[src/rtl/blctrl_pkg.sv]
// Shared definitions for the BL-Ctrl I2C responder and its bus master counterpart.
package blctrl_pkg;

  typedef enum logic [2:0] {
    ST_IDLE,
    ST_ADDR,
    ST_ADDR_ACK,
    ST_WR_DATA,
    ST_WR_ACK,
    ST_RD_DATA,
    ST_RD_ACK,
    ST_IGNORE
  } state_t;

  localparam logic [1:0] STATUS_SEL_CURRENT = 2'd0;
  localparam logic [1:0] STATUS_SEL_STATUS  = 2'd1;
  localparam logic [1:0] STATUS_SEL_TEMP    = 2'd2;

  localparam logic [6:0] ADDR_BASE_DEFAULT = 7'h29;

  localparam logic I2C_ACK  = 1'b0;
  localparam logic I2C_NACK = 1'b1;

  // Status word layout is {temp, status, current}.
  function automatic logic [7:0] status_byte(input logic [23:0] word, input logic [1:0] sel);
    case (sel)
      STATUS_SEL_STATUS: return word[15:8];
      STATUS_SEL_TEMP:   return word[23:16];
      default:           return word[7:0];
    endcase
  endfunction

endpackage

[src/rtl/blctrl_i2c_responder_if.sv]
// I2C pad-side signals of the BL-Ctrl responder (open-drain SDA via sda_t).
interface blctrl_i2c_responder_if;
  logic scl_i;
  logic sda_i;
  logic sda_o;
  logic sda_t;

  modport master (output scl_i, sda_i, input sda_o, sda_t);
  modport slave  (input scl_i, sda_i, output sda_o, sda_t);
endinterface

[src/rtl/i2c_line_filter.sv]
// Two-flop synchronizer plus FILTER_LEN-sample glitch filter with registered edge strobes.
module i2c_line_filter #(
  parameter int FILTER_LEN = 3
) (
  input  logic clk,
  input  logic rst_n,
  input  logic pad,
  output logic level,
  output logic rise,
  output logic fall
);

  localparam int CW = $clog2(FILTER_LEN + 1);

  logic [1:0]    sync;
  logic [CW-1:0] cnt;

  // Idle I2C lines are high, so everything resets to 1 to avoid a fake edge.
  always_ff @(posedge clk or negedge rst_n) begin
    if (!rst_n) begin
      sync  <= 2'b11;
      level <= 1'b1;
      cnt   <= '0;
      rise  <= 1'b0;
      fall  <= 1'b0;
    end else begin
      // NOTE: state uses non-blocking assignments so every flop samples pre-edge values.
      sync <= {sync[0], pad};
      rise <= 1'b0;
      fall <= 1'b0;
      if (sync[1] == level) begin
        cnt <= '0;
      end else if (cnt == CW'(FILTER_LEN - 1)) begin
        level <= sync[1];
        cnt   <= '0;
        rise  <= sync[1];
        fall  <= ~sync[1];
      end else begin
        cnt <= cnt + 1'b1;
      end
    end
  end

endmodule

[src/rtl/blctrl_i2c_responder.sv]
// I2C slave emulating NUM_MOTORS BL-Ctrl ESCs: latches speeds, returns status bytes.
// Optional BLCTRL_TIMEOUT_EN zeroes all speeds after TIMEOUT_CYCLES without a write.
module blctrl_i2c_responder
  import blctrl_pkg::*;
#(
  parameter logic [6:0]  ADDR_BASE      = ADDR_BASE_DEFAULT,
  parameter int          NUM_MOTORS     = 8,
  parameter int          FILTER_LEN     = 3,
  parameter logic [31:0] TIMEOUT_CYCLES = 32'd8_000_000
) (
  input  logic                      clk,
  input  logic                      rst_n,
  blctrl_i2c_responder_if.slave     bus,
  output logic [8*NUM_MOTORS-1:0]   speedFlat,
  output logic                      speed_valid,
  output logic [3:0]                speed_idx,
  input  logic [24*NUM_MOTORS-1:0]  statusFlat,
  output logic                      busy
);

  if (NUM_MOTORS < 1 || NUM_MOTORS > 16 || TIMEOUT_CYCLES == 32'd0) begin : g_bad_cfg
    $error("blctrl_i2c_responder: unsupported configuration");
  end

  logic scl_level, scl_rise, scl_fall;
  logic sda_level, sda_rise, sda_fall;

  i2c_line_filter #(.FILTER_LEN(FILTER_LEN)) u_scl_filter (
    .clk(clk), .rst_n(rst_n), .pad(bus.scl_i),
    .level(scl_level), .rise(scl_rise), .fall(scl_fall)
  );

  i2c_line_filter #(.FILTER_LEN(FILTER_LEN)) u_sda_filter (
    .clk(clk), .rst_n(rst_n), .pad(bus.sda_i),
    .level(sda_level), .rise(sda_rise), .fall(sda_fall)
  );

  logic start_det, stop_det;
  assign start_det = sda_fall & scl_level;
  assign stop_det  = sda_rise & scl_level;

  state_t     state;
  logic [7:0] shift, tx;
  logic [2:0] bit_cnt;
  logic [3:0] idx;
  logic [1:0] sel;
  logic       rd, first_byte, ack_phase, sda_t_q;
  logic [7:0] speed_q [NUM_MOTORS];

  // Unsigned 7-bit wrap makes addresses below ADDR_BASE land far out of range.
  logic [6:0] addr_off;
  logic       addr_hit;
  assign addr_off = shift[7:1] - ADDR_BASE;
  assign addr_hit = ({25'd0, addr_off} < NUM_MOTORS);

  logic [23:0] status_word;
  logic [7:0]  tx_next;
  always_comb begin
    // NOTE: default first so no path leaves status_word unassigned (no latch).
    status_word = '0;
    for (int k = 0; k < NUM_MOTORS; k++)
      if (idx == 4'(k)) status_word = statusFlat[24*k +: 24];
  end
  assign tx_next = status_byte(status_word, sel);

`ifdef BLCTRL_TIMEOUT_EN
  logic [31:0] tmo_cnt;
  logic        tmo_armed;
`endif

  always_ff @(posedge clk or negedge rst_n) begin
    if (!rst_n) begin
      state      <= ST_IDLE;
      shift      <= '0;
      tx         <= '0;
      bit_cnt    <= '0;
      idx        <= '0;
      sel        <= STATUS_SEL_CURRENT;
      rd         <= 1'b0;
      first_byte <= 1'b0;
      ack_phase  <= 1'b0;
      sda_t_q    <= I2C_NACK;
      busy       <= 1'b0;
      speed_valid <= 1'b0;
      speed_idx  <= '0;
      // NOTE: the speed bank is architectural output state, so it is reset explicitly.
      for (int k = 0; k < NUM_MOTORS; k++) speed_q[k] <= '0;
`ifdef BLCTRL_TIMEOUT_EN
      tmo_cnt    <= '0;
      tmo_armed  <= 1'b0;
`endif
    end else begin
      speed_valid <= 1'b0;

`ifdef BLCTRL_TIMEOUT_EN
      // A write later in this block overrides the timeout on a coinciding cycle.
      if (tmo_armed) begin
        if (tmo_cnt == TIMEOUT_CYCLES) begin
          for (int k = 0; k < NUM_MOTORS; k++) speed_q[k] <= '0;
          speed_valid <= 1'b1;
          speed_idx   <= 4'hF;
          tmo_armed   <= 1'b0;
        end else begin
          tmo_cnt <= tmo_cnt + 32'd1;
        end
      end
`endif

      if (start_det) begin
        state     <= ST_ADDR;
        bit_cnt   <= '0;
        ack_phase <= 1'b0;
        sda_t_q   <= I2C_NACK;
        busy      <= 1'b1;
      end else if (stop_det) begin
        state   <= ST_IDLE;
        sda_t_q <= I2C_NACK;
        busy    <= 1'b0;
      end else begin
        case (state)
          ST_ADDR: if (scl_rise) begin
            shift   <= {shift[6:0], sda_level};
            bit_cnt <= bit_cnt + 3'd1;
            if (bit_cnt == 3'd7) begin
              state     <= ST_ADDR_ACK;
              ack_phase <= 1'b0;
            end
          end

          ST_ADDR_ACK: if (scl_fall) begin
            if (!ack_phase) begin
              if (addr_hit) begin
                sda_t_q    <= I2C_ACK;
                ack_phase  <= 1'b1;
                idx        <= addr_off[3:0];
                rd         <= shift[0];
                sel        <= STATUS_SEL_CURRENT;
                first_byte <= 1'b1;
              end else begin
                state <= ST_IGNORE;
              end
            end else begin
              ack_phase <= 1'b0;
              bit_cnt   <= '0;
              if (rd) begin
                sda_t_q <= tx_next[7];
                tx      <= {tx_next[6:0], 1'b1};
                state   <= ST_RD_DATA;
              end else begin
                sda_t_q <= I2C_NACK;
                state   <= ST_WR_DATA;
              end
            end
          end

          ST_WR_DATA: if (scl_rise) begin
            shift   <= {shift[6:0], sda_level};
            bit_cnt <= bit_cnt + 3'd1;
            if (bit_cnt == 3'd7) begin
              state     <= ST_WR_ACK;
              ack_phase <= 1'b0;
              if (first_byte) begin
                for (int k = 0; k < NUM_MOTORS; k++)
                  if (idx == 4'(k)) speed_q[k] <= {shift[6:0], sda_level};
                speed_valid <= 1'b1;
                speed_idx   <= idx;
`ifdef BLCTRL_TIMEOUT_EN
                tmo_cnt   <= '0;
                tmo_armed <= 1'b1;
`endif
              end
            end
          end

          // Only the first data byte of a write is accepted.
          ST_WR_ACK: if (scl_fall) begin
            if (!ack_phase) begin
              if (first_byte) begin
                sda_t_q   <= I2C_ACK;
                ack_phase <= 1'b1;
              end else begin
                state <= ST_IGNORE;
              end
            end else begin
              sda_t_q    <= I2C_NACK;
              ack_phase  <= 1'b0;
              first_byte <= 1'b0;
              bit_cnt    <= '0;
              state      <= ST_WR_DATA;
            end
          end

          ST_RD_DATA: begin
            if (scl_fall) begin
              sda_t_q <= tx[7];
              tx      <= {tx[6:0], 1'b1};
            end
            if (scl_rise) begin
              bit_cnt <= bit_cnt + 3'd1;
              if (bit_cnt == 3'd7) begin
                state     <= ST_RD_ACK;
                ack_phase <= 1'b0;
              end
            end
          end

          // ack_phase marks that the master ACKed and the next byte loads at the fall.
          ST_RD_ACK: begin
            if (scl_fall) begin
              if (!ack_phase) begin
                sda_t_q <= I2C_NACK;
              end else begin
                sda_t_q   <= tx_next[7];
                tx        <= {tx_next[6:0], 1'b1};
                ack_phase <= 1'b0;
                bit_cnt   <= '0;
                state     <= ST_RD_DATA;
              end
            end
            if (scl_rise) begin
              if (sda_level == I2C_ACK) begin
                ack_phase <= 1'b1;
                sel <= (sel == STATUS_SEL_TEMP) ? STATUS_SEL_CURRENT : sel + 2'd1;
              end else begin
                state <= ST_IGNORE;
              end
            end
          end

          default: ;
        endcase
      end
    end
  end

  assign bus.sda_o = 1'b0;
  assign bus.sda_t = sda_t_q;

  for (genvar k = 0; k < NUM_MOTORS; k++) begin : g_speed_flat
    assign speedFlat[8*k +: 8] = speed_q[k];
  end

endmodule
[src/flat_wrapper.sv]
// flat-port wrapper written by rule: the top's interface ports become plain ports
module blctrl_i2c_responder_flat import blctrl_pkg::*;
#(
  parameter logic [6:0]  ADDR_BASE      = ADDR_BASE_DEFAULT,
  parameter int          NUM_MOTORS     = 8,
  parameter int          FILTER_LEN     = 3,
  parameter logic [31:0] TIMEOUT_CYCLES = 32'd8_000_000
)
  (clk, rst_n, speedFlat, speed_valid, speed_idx, statusFlat, busy, bus_scl_i, bus_sda_i, bus_sda_o, bus_sda_t);
  blctrl_i2c_responder_if bus_i ();
  input  logic clk;
  input  logic rst_n;
  output logic [8*NUM_MOTORS-1:0] speedFlat;
  output logic speed_valid;
  output logic [3:0] speed_idx;
  input  logic [24*NUM_MOTORS-1:0] statusFlat;
  output logic busy;
  input wire logic [$bits(bus_i.scl_i)-1:0] bus_scl_i;
  input wire logic [$bits(bus_i.sda_i)-1:0] bus_sda_i;
  output wire logic [$bits(bus_i.sda_o)-1:0] bus_sda_o;
  output wire logic [$bits(bus_i.sda_t)-1:0] bus_sda_t;
  assign bus_i.scl_i = bus_scl_i;
  assign bus_i.sda_i = bus_sda_i;
  assign bus_sda_o = bus_i.sda_o;
  assign bus_sda_t = bus_i.sda_t;
  blctrl_i2c_responder #(.ADDR_BASE(ADDR_BASE), .NUM_MOTORS(NUM_MOTORS), .FILTER_LEN(FILTER_LEN), .TIMEOUT_CYCLES(TIMEOUT_CYCLES)) u_core (.clk(clk), .rst_n(rst_n), .bus(bus_i), .speedFlat(speedFlat), .speed_valid(speed_valid), .speed_idx(speed_idx), .statusFlat(statusFlat), .busy(busy));
endmodule
[config.mk]
export PLATFORM = sky130hd
export DESIGN_NAME = blctrl_i2c_responder_flat
export DESIGN_NICKNAME = d
export VERILOG_FILES = /design/src/rtl/blctrl_pkg.sv /design/src/rtl/blctrl_i2c_responder_if.sv /design/src/rtl/i2c_line_filter.sv /design/src/rtl/blctrl_i2c_responder.sv /design/src/flat_wrapper.sv
export SDC_FILE = /design/constraint.sdc
export NUM_CORES = 1
export LEC_CHECK = 0
export BUFFER_PORTS_ARGS = -buffer_cell sky130_fd_sc_hd__buf_2
export CAP_MARGIN = 15
export CORE_ASPECT_RATIO = 0.7
export CORE_MARGIN = 1
export CORE_UTILIZATION = 44
export CTS_CLUSTER_DIAMETER = 100
export DETAILED_ROUTE_END_ITERATION = 16
export HOLD_SLACK_MARGIN = 0.06
export PLACE_DENSITY = 0.73
export SYNTH_ARGS = -nofsm -noshare
export SYNTH_HDL_FRONTEND = slang
export SYNTH_SLANG_ARGS = --single-unit
export TNS_END_PERCENT = 100
[constraint.sdc]
create_clock -name clk -period 4.2 [get_ports clk]
set_clock_uncertainty 0.15 [all_clocks]
set_input_delay 0.84 -clock clk [delete_from_list [all_inputs] [get_ports clk]]
set_output_delay 0.84 -clock clk [all_outputs]
set_load 0.02 [all_outputs]
---- After elaboration in Yosys (flattened, before gate mapping) ----
Index checks and enable logic that the tools add are counted.
storage, ports and cells
  bits in registers ....................... 116
  bits in latches ......................... 0
  bits in writable memories ............... 0
  ROM bits ................................ 0
  bits of input ports ..................... 196
  output and inout bits ................... 72
  logic and storage cells ................. 232
  memories kept ........................... 0
cells by class
  add/sub/neg operators ................... 5
  multiply operators ...................... 0
  divide/modulo/power cells ............... 0
  order comparisons ....................... 1
  eq/ne operators ......................... 53
  shift operators ......................... 0
  muxes and demuxes ....................... 101
  bitwise operators ....................... 9
  reduce and logical (&&, ||, !) cells .... 32
operators by type and width
  kind                count
  $mux 24             8
  $mux 3              24
  $reduce_and 7->1    9
  $mux 8              6
  $mux 1              45
  $ne 4x2->1 const B  7
  $pmux 8 s3          1
  $mux 2              10
  $pmux 3 s6          1
  $reduce_and 6->1    3
  $eq 4x3->1 const B  4
  $pmux 8 s2          1
  $reduce_and 8->1    2
  $ne 2x2->1 const B  7
  $eq 3x3->1 const B  4
  $ne 2x1->1 const B  6
  $ne 3x1->1 const B  4
  $ne 4x1->1 const B  3
  $reduce_and 11->1   1
  $ne 5x1->1 const B  2
  $reduce_and 9->1    1
  $eq 4x2->1 const B  2
  $pmux 1 s4          2
  $reduce_bool 8->1   1
  28 further kinds    47

---- Depth between registers and ports, before layout ----
  depth after elaboration ................. 16
  gate-level depth with buffers ........... 9
  mapped depth without buffers ............ 8

---- Modules after synthesis ----
From an unflattened synthesis, not the netlist that was laid out.
second synthesis, totals
  cell total of the unflattened synthesis .. 664
  area total of the unflattened synthesis .. 6887.9 um^2
by module, submodules not included
  module                instances  cells an instance  area each (um^2)  sequential area each (um^2)
  blctrl_i2c_responder  1          636                6399.9            2553.7
  i2c_line_filter       2          14                 244.0             178.9

---- Least setup slack after synthesis ----
Ideal clock, no wire load.
  path type ............................... register -> register
  start ................................... register u_core.shift[1]
  end ..................................... register u_core.rd
  data arrival time ....................... 2012 ps
  required time ........................... 3925 ps
  setup slack ............................. 1913 ps
  stages on the path, launching flop included .. 8
  path buffers ............................ 0
  cells stage by stage .................... dfrtp_1 -> inv_1 -> ha_1 -> o21bai_1 -> a21oi_1 -> o21ai_2 -> nor4_4 -> mux2_2
on the way
  cells in the longest elaborated chain, start to end .. 3
ends and longest elaborated chain
  element                     RTL line                     RTL
  start, declared             blctrl_i2c_responder.sv:43   logic [7:0] shift, tx;
  start signal, assigned      blctrl_i2c_responder.sv:122  shift <= {shift[6:0], sda_level};
  start signal, assigned      blctrl_i2c_responder.sv:157  shift <= {shift[6:0], sda_level};
  $sub 7x6->7                 blctrl_i2c_responder.sv:53   assign addr_off = shift[7:1] - ADDR_BASE;
  net u_core.addr_off[0]      blctrl_i2c_responder.sv:51   logic [6:0] addr_off;
  $lt 7x4->1                  blctrl_i2c_responder.sv:54   assign addr_hit = ({25'd0, addr_off} < NUM_MOTORS);
  $reduce_and 6->1 (no line)  -
  end signal, assigned        blctrl_i2c_responder.sv:136  rd <= shift[0];
  end, declared               blctrl_i2c_responder.sv:47   logic rd, first_byte, ack_phase, sda_t_q;
The timed path passes the listed nets, and every way through them passes these cells.
A chain may end at the register's enable or synchronous reset.

---- Worst setup path after layout ----
  start ................................... register u_core.state[0]
  end ..................................... register u_core.speed_q, in the netlist u_core.speedFlat[29]
on the way
  cells in the longest elaborated chain, start to end .. 2
ends and longest elaborated chain
  element                        RTL line                     RTL
  start, declared                blctrl_i2c_responder.sv:42   state_t state;
  start signal, assigned         blctrl_i2c_responder.sv:73   state <= ST_IDLE;
  start signal, assigned         blctrl_i2c_responder.sv:110  state <= ST_ADDR;
  start signal, assigned         blctrl_i2c_responder.sv:116  state <= ST_IDLE;
  $eq 3x2->1                     blctrl_i2c_responder.sv:120  case (state)
  $reduce_and 7->1 (no line)     -
  end signal, assigned by index  blctrl_i2c_responder.sv:164  if (idx == 4'(k)) speed_q[k] <= {shift[6:0], sda_level};
  end, declared                  blctrl_i2c_responder.sv:48   logic [7:0] speed_q [NUM_MOTORS];
No other way between the ends.

==> impl_metrics.env <==
export IMPL_power_per_cell_area_nw_per_um2=344
export IMPL_diodes=0
export IMPL_overflow=0
export IMPL_grt_max_degree=77
export IMPL_drtIter0Drc=666
export IMPL_ctsRootBufferMaster="clkbuf_16"
export IMPL_power_switching_uw=681
export IMPL_n_fill_cell=1350
export IMPL_wl_per_cell_um=20.3
export IMPL_holdWs_ps=198
export IMPL_dp_slack_ps=1250
export IMPL_cap_violations=0
export IMPL_drv_slew=0
export IMPL_holdPathEnd="u_core.u_scl_filter.sync[1]"
export IMPL_grt_pass1_vias=6185
export IMPL_power_internal_uw=2430
export IMPL_status="complete, no violations"
export IMPL_crit_fanout=25
export IMPL_finalWorstSetupSlack_ps=1180
export IMPL_cts_resized=0
export IMPL_max_slew_margin_rel_pct=33.9
export IMPL_p_seq_share_pct=39.3
export IMPL_via_per_inst=5.79
export IMPL_post_dp_hpwl_um=17200
export IMPL_synth_edf_count=0
export IMPL_grt_pass1_wl_um=35600
export IMPL_vias=6586
export IMPL_clk_path_buf_depth=2
export IMPL_required_ps=4340
export IMPL_slowest_delay_ps=790
export IMPL_whs_path_depth=0
export IMPL_worst_pin_slew_ps=991
export IMPL_placed_cell_area_um2=8390
export IMPL_syn_area_um2=7070
export IMPL_num_rows=38
export IMPL_fin_crit_ps=3020
export IMPL_syn_instance_count=693
export IMPL_cts_sinks=116
export IMPL_r2r_cells=5
export IMPL_final_util_pct=58.0
export IMPL_antenna_found_initial=0
export IMPL_switching_share_pct=21.9
export IMPL_final_antenna_net_count=0
export IMPL_cp_end_kind="register"
export IMPL_r2r_slack_ps=1180
export IMPL_cts_buffers=17
export IMPL_fp_dieW_um=154
export IMPL_crit_chain="nand2_1 > nor3_4 > and4_4 > nand4_1 > mux2_2"
export IMPL_hold_viol=0
export IMPL_finalSetupViolations=0
export IMPL_start_util_pct=45.3
export IMPL_ir_drop_mv=0.330
export IMPL_syn_nets=896
export IMPL_drt_total_wl_um=23000
export IMPL_post_cts_buffers=0
export IMPL_max_freq_ghz=0.332
export IMPL_hold_class="register to register"
export IMPL_synth_seq_area_share_pct=41.2
export IMPL_io_buffers=266
export IMPL_rsz0062_at_grt="false"
export IMPL_cts_tree="yes"
export IMPL_cp_arrival_ps=3160
export IMPL_ys_flop_type="dfrtp_1"
export IMPL_fin_setup_tns_ps=0
export IMPL_clk_pin_slew_ps=60
export IMPL_crit_reg2reg_capture="u_core.speedFlat[29]"
export IMPL_crit_buf_inv=0
export IMPL_ys_types=73
export IMPL_num_io_pins=268
export IMPL_area_growth_syn_to_layout_pct=28.0
export IMPL_htree_levels=4
export IMPL_worst_setup_path_type="register to register"
export IMPL_final_nets=1129
export IMPL_insertion_delay_ps=410
export IMPL_drc=0
export IMPL_ys_ff_latch=116
export IMPL_die_h_um=108
export IMPL_async_reset_ff_share_pct=100
export IMPL_cp_start_kind="register"
export IMPL_dr_pass1_iters=5
export IMPL_routabilityCongestion=0.953
export IMPL_fin_crit_sh_pct=71.8
export IMPL_layout_drive_gt1_share_pct=43.8
export IMPL_critPathTopFamily="simple AND/OR/NAND/NOR gates"
export IMPL_core_area_um2=15600
export IMPL_hold_start="u_core.u_scl_filter.sync[0]"
export IMPL_combPwrFrac_pct=8.1
export IMPL_grt_usage_pct=28.6
export IMPL_postLayoutCellArea_um2=9050
export IMPL_cts_hold_fix_buffers=0
export IMPL_dieArea_um2=16600
export IMPL_r2r_start="u_core.state[0]"
export IMPL_avgSynthCellArea_um2=10.2
export IMPL_p_leak_uw=0.00431
export IMPL_yosysWarnings=0
export IMPL_slowest_stage="dfrtp_1"
export IMPL_share_clk_of_total_power_pct=52.6
==> per-stage QoR <==
step / cells / total power, uW
2_1_floorplan: 693 / 1330
3_3_place_gp: 1107 / 1490
3_5_place_dp: 1107 / 1490
4_1_cts: 1137 / 3140
5_1_grt: 1137 / 3220
6_report: 1137 / 3110
==> cells in the final DEF, fill, tap and decap left out, types with 5 or more instances in the layout <==
cell type	count
nor2b_1	16
mux2_2	53
a211oi_1	13
nor2_1	40
dfstp_2	7
nand3_1	6
o22ai_1	13
nand2_1	55
a21oi_1	43
nand4_1	9
mux2i_1	20
mux2_4	20
ha_1	7
dfrtp_1	106
a31oi_1	6
buf_4	6
nand3_2	5
mux4_2	12
a22oi_1	8
clkbuf_16	17
nand2b_1	20
bufinv_16	6
o21ai_0	58
buf_2	265
nor3_1	8
inv_1	19
==> worst max path at each step <==
stage	from	to	slack [ps]	cells past startpoint
after floorplan	u_core.shift[1]	u_core.rd	1910	7
after global placement	u_core.state[0]	u_core.speedFlat[30]	1350	5
after detailed placement	u_core.state[0]	u_core.speedFlat[29]	1250	5
after CTS	u_core.state[0]	u_core.speedFlat[29]	1250	5
after global routing	u_core.state[0]	u_core.speedFlat[25]	1010	5
final	u_core.state[0]	u_core.speedFlat[29]	1180	5
==> final cells by class <==
class,count,area (um2),share of cell area [%]
inverters,19,71.3,0.788
well taps,200,250,2.76
clock buffers,21,460,5.09
clock inverters,9,201,2.23
repair buffers,272,1390,15.4
multi-input cells,500,3760,41.5
flip-flops and latches,116,2920,32.2
==> metal layers <==
layer | GRT usage, % | up-vias | wire (um)
met5 | 0 | - | 0
met4 | 5.64 | 0 | 212
met3 | 9.34 | 25 | 2400
met2 | 38.1 | 337 | 9150
met1 | 44.3 | 3185 | 11300
li1 | - | 3039 | -
==> flip-flops by register name, summed over array words and instances, names as in the netlist, 2 cells and up <==
register,count
u_core.bit_cnt,3
u_core.idx,4
u_core.sel,2
u_core.shift,8
u_core.speedFlat,64
u_core.speed_idx,4
u_core.state,3
u_core.tx,8
u_core.u_scl_filter.cnt,2
u_core.u_scl_filter.sync,2
u_core.u_sda_filter.cnt,2
u_core.u_sda_filter.sync,2
==> power by group through the flow <==
stage,Combinational (uW),Sequential [uW],Clock [uW]
floorplan,127,1210,0
global placement,247,1240,0
detailed placement,250,1240,0
CTS,252,1220,1660
global route,279,1230,1710
finish,252,1220,1640
==> worst register-to-register path: cells and delay by family, from the launching register on <==
kind	cells	cell delay (ps)
AND/OR/NAND/NOR	4	1510
multiplexers	1	460
flip-flops	1	790
==> cell usage after synthesis, drive strengths merged (3+ instances only) <==
master / n / area, um2
a221o: 4 / 40.0
mux2i: 20 / 200
nand4: 9 / 56.3
a311oi: 3 / 26.3
nor3b: 3 / 22.5
o2bb2ai: 3 / 26.3
a22o: 3 / 26.3
ha: 7 / 87.6
nor3: 9 / 56.3
nor2b: 16 / 100
nand2: 55 / 206
a21oi: 43 / 215
dfrtp: 109 / 2730
o31ai: 4 / 30.0
o211ai: 4 / 30.0
and3: 4 / 25.0
nor2: 41 / 161
o2111ai: 4 / 35.0
nand3: 11 / 80.1
buf: 38 / 252
nor4: 4 / 40.0
mux4: 12 / 270
o221ai: 3 / 26.3
a22oi: 8 / 60.1
o32a: 3 / 30.0
inv: 19 / 71.3
a31oi: 6 / 37.5
mux2: 73 / 897
nand2b: 20 / 125
dfstp: 7 / 184
o22ai: 13 / 81.3
clkbuf: 20 / 76.3
o311ai: 6 / 52.6
o21ai: 60 / 304
a211oi: 13 / 97.6
==> cells by family (layout without fill, tap and decap cells) <==
| logic type | count (synthesis) | count (layout) | share of synthesized area (%) |
|---|---|---|---|
| adder cells (fa/ha/maj) | 8 | 8 | 1.38 |
| XOR/XNOR | 1 | 1 | 0.124 |
| AND/OR/NAND/NOR | 186 | 186 | 13.9 |
| multiplexers | 105 | 105 | 19.3 |
| other | 1 | 1 | 0.0530 |
| buffers and inverters | 77 | 321 | 5.65 |
| flip-flops | 116 | 116 | 41.2 |
| AO/OA/AOI/OAI | 199 | 199 | 18.4 |
Power figures use the tool's default switching activity.
